[src/rtl/mem_access_ctrl.sv]
// mem_access_ctrl: multi-cycle access to an asynchronous 32-bit SRAM for the MEM stage.
// Ports: clk, rst (sync, active-low); ramOp_i/ramAddr_i/storeData_i from MEM;
//   load_data_o, stall_req_o back to the pipeline; sram_* drive the SRAM pins.
// Optional: define MEM_ACCESS_PERF_CNT_EN to add stall_cycles_o and access_cnt_o.
module mem_access_ctrl #(
    parameter int ADDR_W      = 20,
    parameter int WAIT_CYCLES = 2
) (
    input  logic              clk,
    input  logic              rst,
    input  logic [3:0]        ramOp_i,
    input  logic [31:0]       ramAddr_i,
    input  logic [31:0]       storeData_i,
    output logic [31:0]       load_data_o,
    output logic              stall_req_o,
    output logic [ADDR_W-1:0] sram_addr_o,
    output logic [31:0]       sram_data_o,
    input  logic [31:0]       sram_data_i,
    output logic              sram_data_oe_o,
    output logic              sram_ce_n_o,
    output logic              sram_oe_n_o,
    output logic              sram_we_n_o,
    output logic [3:0]        sram_be_n_o
`ifdef MEM_ACCESS_PERF_CNT_EN
    ,
    output logic [31:0]       stall_cycles_o,
    output logic [31:0]       access_cnt_o
`endif
);

    localparam logic [3:0] OP_NOP = 4'd0;
    localparam logic [3:0] OP_LB  = 4'd1;
    localparam logic [3:0] OP_LBU = 4'd2;
    localparam logic [3:0] OP_LH  = 4'd3;
    localparam logic [3:0] OP_LHU = 4'd4;
    localparam logic [3:0] OP_LW  = 4'd5;
    localparam logic [3:0] OP_SB  = 4'd6;
    localparam logic [3:0] OP_SH  = 4'd7;
    localparam logic [3:0] OP_SW  = 4'd8;

    localparam int CNT_W = (WAIT_CYCLES > 1) ? $clog2(WAIT_CYCLES) : 1;
    localparam logic [CNT_W-1:0] LAST = CNT_W'(WAIT_CYCLES - 1);

    typedef enum logic [1:0] {IDLE, READ, WRITE, DONE} state_t;

    state_t           state;
    logic [CNT_W-1:0] cnt;
    logic [3:0]       op_q;
    logic [1:0]       alo_q;
    logic             is_load;
    logic             is_store;
    logic [31:0]      st_data;
    logic [3:0]       st_be_n;
    logic             enter_done;

    // Upper address bits lie outside the SRAM and are intentionally dropped.
    logic unused_addr;
    assign unused_addr = &{1'b0, ramAddr_i[31:ADDR_W+2]};

    always_comb begin
        is_load  = 1'b0;
        is_store = 1'b0;
        st_data  = storeData_i;
        st_be_n  = 4'h0;
        unique case (1'b1)
            (ramOp_i == OP_LB), (ramOp_i == OP_LBU),
            (ramOp_i == OP_LH), (ramOp_i == OP_LHU),
            (ramOp_i == OP_LW): is_load = 1'b1;
            (ramOp_i == OP_SW): is_store = 1'b1;
            (ramOp_i == OP_SH): begin
                is_store = 1'b1;
                st_data  = {2{storeData_i[15:0]}};
                st_be_n  = ramAddr_i[1] ? 4'b0011 : 4'b1100;
            end
            (ramOp_i == OP_SB): begin
                is_store = 1'b1;
                st_data  = {4{storeData_i[7:0]}};
                st_be_n  = ~(4'b0001 << ramAddr_i[1:0]);
            end
            default: ;
        endcase
    end

    function automatic logic [31:0] fmt_load(
        input logic [3:0]  op,
        input logic [1:0]  a,
        input logic [31:0] w
    );
        logic [15:0] h;
        logic [7:0]  b;
        h = a[1] ? w[31:16] : w[15:0];
        b = 8'(w >> {a, 3'b000});
        case (op)
            OP_LH:   fmt_load = {{16{h[15]}}, h};
            OP_LHU:  fmt_load = {16'h0, h};
            OP_LB:   fmt_load = {{24{b[7]}}, b};
            OP_LBU:  fmt_load = {24'h0, b};
            default: fmt_load = w;
        endcase
    endfunction

    // Stall is raised combinationally so MEM freezes in the issue cycle itself.
    assign stall_req_o = rst & ((state == READ) | (state == WRITE) |
                                ((state == IDLE) & (is_load | is_store)));

    assign enter_done = ((state == READ) | (state == WRITE)) & (cnt == LAST);

    always_ff @(posedge clk) begin
        if (!rst) begin
            state          <= IDLE;
            cnt            <= '0;
            op_q           <= OP_NOP;
            alo_q          <= 2'b00;
            load_data_o    <= '0;
            sram_addr_o    <= '0;
            sram_data_o    <= '0;
            sram_data_oe_o <= 1'b0;
            sram_ce_n_o    <= 1'b1;
            sram_oe_n_o    <= 1'b1;
            sram_we_n_o    <= 1'b1;
            sram_be_n_o    <= 4'hF;
        end else begin
            unique case (state)
                IDLE: begin
                    cnt   <= '0;
                    op_q  <= ramOp_i;
                    alo_q <= ramAddr_i[1:0];
                    if (is_load) begin
                        state       <= READ;
                        sram_addr_o <= ramAddr_i[ADDR_W+1:2];
                        sram_ce_n_o <= 1'b0;
                        sram_oe_n_o <= 1'b0;
                        sram_be_n_o <= 4'h0;
                    end else if (is_store) begin
                        state          <= WRITE;
                        sram_addr_o    <= ramAddr_i[ADDR_W+1:2];
                        sram_data_o    <= st_data;
                        sram_data_oe_o <= 1'b1;
                        sram_ce_n_o    <= 1'b0;
                        sram_we_n_o    <= 1'b0;
                        sram_be_n_o    <= st_be_n;
                    end
                end
                READ: begin
                    if (cnt == LAST) begin
                        state       <= DONE;
                        sram_ce_n_o <= 1'b1;
                        sram_oe_n_o <= 1'b1;
                        load_data_o <= fmt_load(op_q, alo_q, sram_data_i);
                    end else begin
                        cnt <= cnt + 1'b1;
                    end
                end
                WRITE: begin
                    if (cnt == LAST) begin
                        state       <= DONE;
                        sram_ce_n_o <= 1'b1;
                        sram_we_n_o <= 1'b1;
                    end else begin
                        cnt <= cnt + 1'b1;
                    end
                end
                DONE: begin
                    // data_oe was held through DONE for write hold time.
                    state          <= IDLE;
                    sram_data_oe_o <= 1'b0;
                    sram_be_n_o    <= 4'hF;
                end
                default: state <= IDLE;
            endcase
        end
    end

`ifdef MEM_ACCESS_PERF_CNT_EN
    always_ff @(posedge clk) begin
        if (!rst) begin
            stall_cycles_o <= '0;
            access_cnt_o   <= '0;
        end else begin
            if (stall_req_o) stall_cycles_o <= stall_cycles_o + 32'd1;
            if (enter_done)  access_cnt_o   <= access_cnt_o + 32'd1;
        end
    end
`endif

endmodule

[config.mk]
export PLATFORM = sky130hd
export DESIGN_NAME = mem_access_ctrl
export DESIGN_NICKNAME = d
export VERILOG_FILES = /design/src/rtl/mem_access_ctrl.sv
export SDC_FILE = /design/constraint.sdc
export NUM_CORES = 1
export LEC_CHECK = 0
export ABC_AREA = 1
export CAP_MARGIN = 20
export CORE_MARGIN = 4
export CORE_UTILIZATION = 45
export CTS_BUF_LIST = sky130_fd_sc_hd__clkbuf_16
export CTS_CLUSTER_DIAMETER = 100
export DETAILED_ROUTE_END_ITERATION = 10
export HOLD_SLACK_MARGIN = 0.06
export PLACE_DENSITY = 0.88
export SYNTH_ARGS = -nofsm -noshare
export SYNTH_HDL_FRONTEND = slang
export SYNTH_SLANG_ARGS = --single-unit
[constraint.sdc]
create_clock -name clk -period 3.2 [get_ports clk]
set_input_delay 0.32 -clock clk [delete_from_list [all_inputs] [get_ports clk]]
set_output_delay 0.32 -clock clk [all_outputs]
set_load 0.005 [all_outputs]
==> run summary <==
Once detail routing completed, the nets flagged for antenna violations numbered 0. With fillers left out, the area of the finished cells amounts to 0.00691 sq mm. The logs give 0 for the number of setup violations in the final report and 26 for the number of library cell types mapped by synthesis. After clock tree synthesis, the clock-pin slew on the worst setup and hold paths is 70 ps. The run gives 0 as the number of pins with negative max-slew slack in the final report. The critical path in this run is classified as reg2out. In the final routing, the length of wire on met1 measures 6.27 mm. Leaving out fill and tap cells, the most frequent cell in the layout is clkdlybuf4s50_1.

The critical path's largest stage delay came out at 510 ps. The run finished with clean final reports. The number of cells on the worst reg-to-reg path works out to 7. The count of final hold-check violations is 0, and the number of rows in the core area is 37.

For the pin with the worst max-slew slack, the measured transition is 613 ps. The maximum clock path buffer count is 2, and the final-stage net count is 960. Area of the core region: 0.0102 sq mm. Hold repair after CTS inserted 0 buffers.

The number of global-route vias before repair is 4,454. Clock tree synthesis selected as its root buffer the cell clkbuf_16. The detailed router finished its first iteration with 390 violations. Between clock sinks in the finished design, the worst skew comes to 11.6 ps. The run gives 0 ps as the final sum of negative setup slack.

The highest layer touched by signal routing is met4. Synthesis produced a netlist with a net count of 798. In this run the power density over the cells is 637 mW/mm^2. The routed length on met2 was 6.48 mm. The biggest fanout along the worst timing path works out to 21. Counting I/O delays and the setup requirement, the final critical path takes 2640 ps. The worst-case vdd ir drop was 0.392 mV. The placed wire-length estimate after detailed placement was 10.1 mm; the cell count after synthesis was 692.

Counting stages on the worst path, the most repeated cell is inv_1. Post-CTS repair changed the size of 0 cells. The number of antenna violations at the first check in global routing is 0. The worst endpoint required time came out at 2880 ps. The first-pass GRT wire length came out at 21.8 mm.

TritonCTS built the clock tree. Compared with the post-synthesis result, the final layout area differs by 46.8%. Each instance of the synthesized netlist takes up on average 6.80 sq um.

Fill cells in the final layout number 866. In this run the vertical extent of the chip is 110 um. For this design, the slowest cell found on the critical path is clkdlybuf4s50_1.

The logs give 5 for the number of detailed-route iterations in the first pass and 0 for the number of buffers added for setup after CTS. The critical path goes through inv_1 > ha_1 > nand4_1 > nand2_4 > o21ai_0 > inv_1 > clkdlybuf4s50_1. Based on the critical path, the design can be clocked at up to 378 MHz.

Setup repair after global routing left no endpoint under its margin. The share of the yosys chip area belonging to registers came out at 0.430. The routed wirelength normalized by instance count was 14.4 um; the total I/O pin count was 195. The run gives 0 as the residual DRC count.

The worst setup path is captured at an output pin. Yosys attributes the largest share of cell area to dfxtp_1 43%, o21ai_0 11%, nand2_1 11%. Wires add up to 14.3 mm. The die is 110 um wide. Area of all sequential standard cells: 0.00202 sq mm. Clock latency on the worst-skew pair, taken at its later pin, is 350 ps. Setup slack on the worst reg-to-reg path comes out at 1050 ps. The layout cell share with drive strength beyond 1 came out at 0.0524.

The leakage power summed over all cells came out at 2.88 nW. Placed standard-cell area: 0.00658 sq mm. Summed over all layers, the global routing overflow is 0. The logs give 0 for the number of max-cap violations and 0.460 for the starting density of the core. Entering global routing, the biggest net connects 58 pins. The class of the worst hold path is in2reg. Summing all multi-input logic gate instances after layout gives 0.00226 sq mm. Per-cell via count in the routed design: 5.09. In the layout the commonest cells are 183 x clkdlybuf4s50_1, 137 x nand2_1, 106 x o21ai_0. Of all cell types, the one taking the most synthesized area is dfxtp_1.

Share of Yosys cell area claimed by the top area cell type: 0.430. Synthesis inferred 101 register bits. The die covers 0.0122 sq mm. Input and output buffers added on the ports amount to 184. The worst hold path was traced through 2 stages.

The CTS sink count came out at 101. The synthesized netlist occupies a cell area of 0.00470 sq mm. Detailed routing placed a total of 887 um of wire on met3. The share of the clock period used by the worst path after layout came out at 0.826. The repair_antennas step left the layout with diodes totalling 0. For the final RePlAce weighted congestion, the log shows 0.905. The run gives 0 as the total of warnings raised by yosys.

Data on the critical path arrives at its endpoint at 2320 ps. Element type at the critical path start: a flop. The number of clock buffers added by TritonCTS is 9.

The run gives 3 as the deepest level of the CTS H-tree. Worst-case headroom to the max-slew limit: 0.591. The all-layer global routing usage was 0.227.

Across all layers, the routed design uses 5,068 vias.
==> synthesized netlist by cell type, drive strengths merged <==
cell type	n
a21oi	66
nand2	142
dfxtp	101
or2	8
nand3	40
buf	21
a31oi	8
nor3	1
nand4	11
clkbuf	22
inv	55
nor2	102
o21ai	109
o211ai	1
ha	4
o21a	1
==> layout make-up <==
type	instances	share of cell area
clock inverter	7	0.0150
sequential	101	0.293
inverter	55	0.0303
tap	136	0.0246
clock buffer	9	0.0326
timing repair buffer	194	0.277
multi-input combinational	493	0.328
==> path summary, 6_finish.rpt <==
check                                                  from                          end
worst min-delay path                                    rst     sram_we_n_o$_SDFFE_PN1P_
worst max register to register        state[0]$_SDFFE_PN0P_  sram_data_oe_o$_SDFFE_PN0P_
worst max-delay path                  state[1]$_SDFFE_PN0P_                  stall_req_o
worst min register to register  sram_be_n_o[0]$_SDFFE_PN1P_  sram_be_n_o[0]$_SDFFE_PN1P_
==> critical path, delay by kind of cell, from the launching register on <==
family,cells,cell delay (ps)
flops,1,340
buf+inv,3,660
simple gates,2,510
fa+ha+maj,1,370
compound gates,1,110
==> sequential cells by signal, indices dropped and copies added (netlist names), 2 cells and up <==
| register | cells |
|---|---|
| sram_data_o | 32 |
| state | 2 |
| alo_q | 2 |
| load_data_o | 32 |
| sram_be_n_o | 4 |
| sram_addr_o | 20 |
| op_q | 4 |
==> report_power, final <==
group | total (mW) | leakage, nW | internal (mW) | switching [mW]
clock | 1.20 | 0.161 | 0.698 | 0.498
combinational | 1.63 | 1.90 | 0.716 | 0.912
sequential | 1.57 | 0.826 | 1.46 | 0.113
==> per-stage QoR <==
stage	std cells	hold slack, ps	setup slack [ps]	utilization	total power [mW]
after global routing	995	279	326	0.675	4.68
after CTS	995	276	543	0.675	4.41
after detailed placement	979	445	583	0.643	3.21
final	995	281	557	0.675	4.40
after floorplan	692	450	1500	-	2.55
after global placement	979	440	596	0.643	3.17
==> cells by family (layout without fill, tap and decap cells) <==
kind of cell,Yosys count,after routing,synth area share
buffers and inverters,98,265,0.0886
adder cells (fa/ha/maj),4,4,0.0106
AND/OR/NAND/NOR,304,304,0.269
AO/OA/AOI/OAI,185,185,0.202
flip-flops,101,101,0.430
==> per-layer routing <==
layer  GRT usage  up-vias
met3      0.0466       48
met5           0        -
li1            -     2584
met4       0.106        0
met1       0.300     2237
met2       0.357      199
No activity file was read; power rests on OpenSTA's default activity.
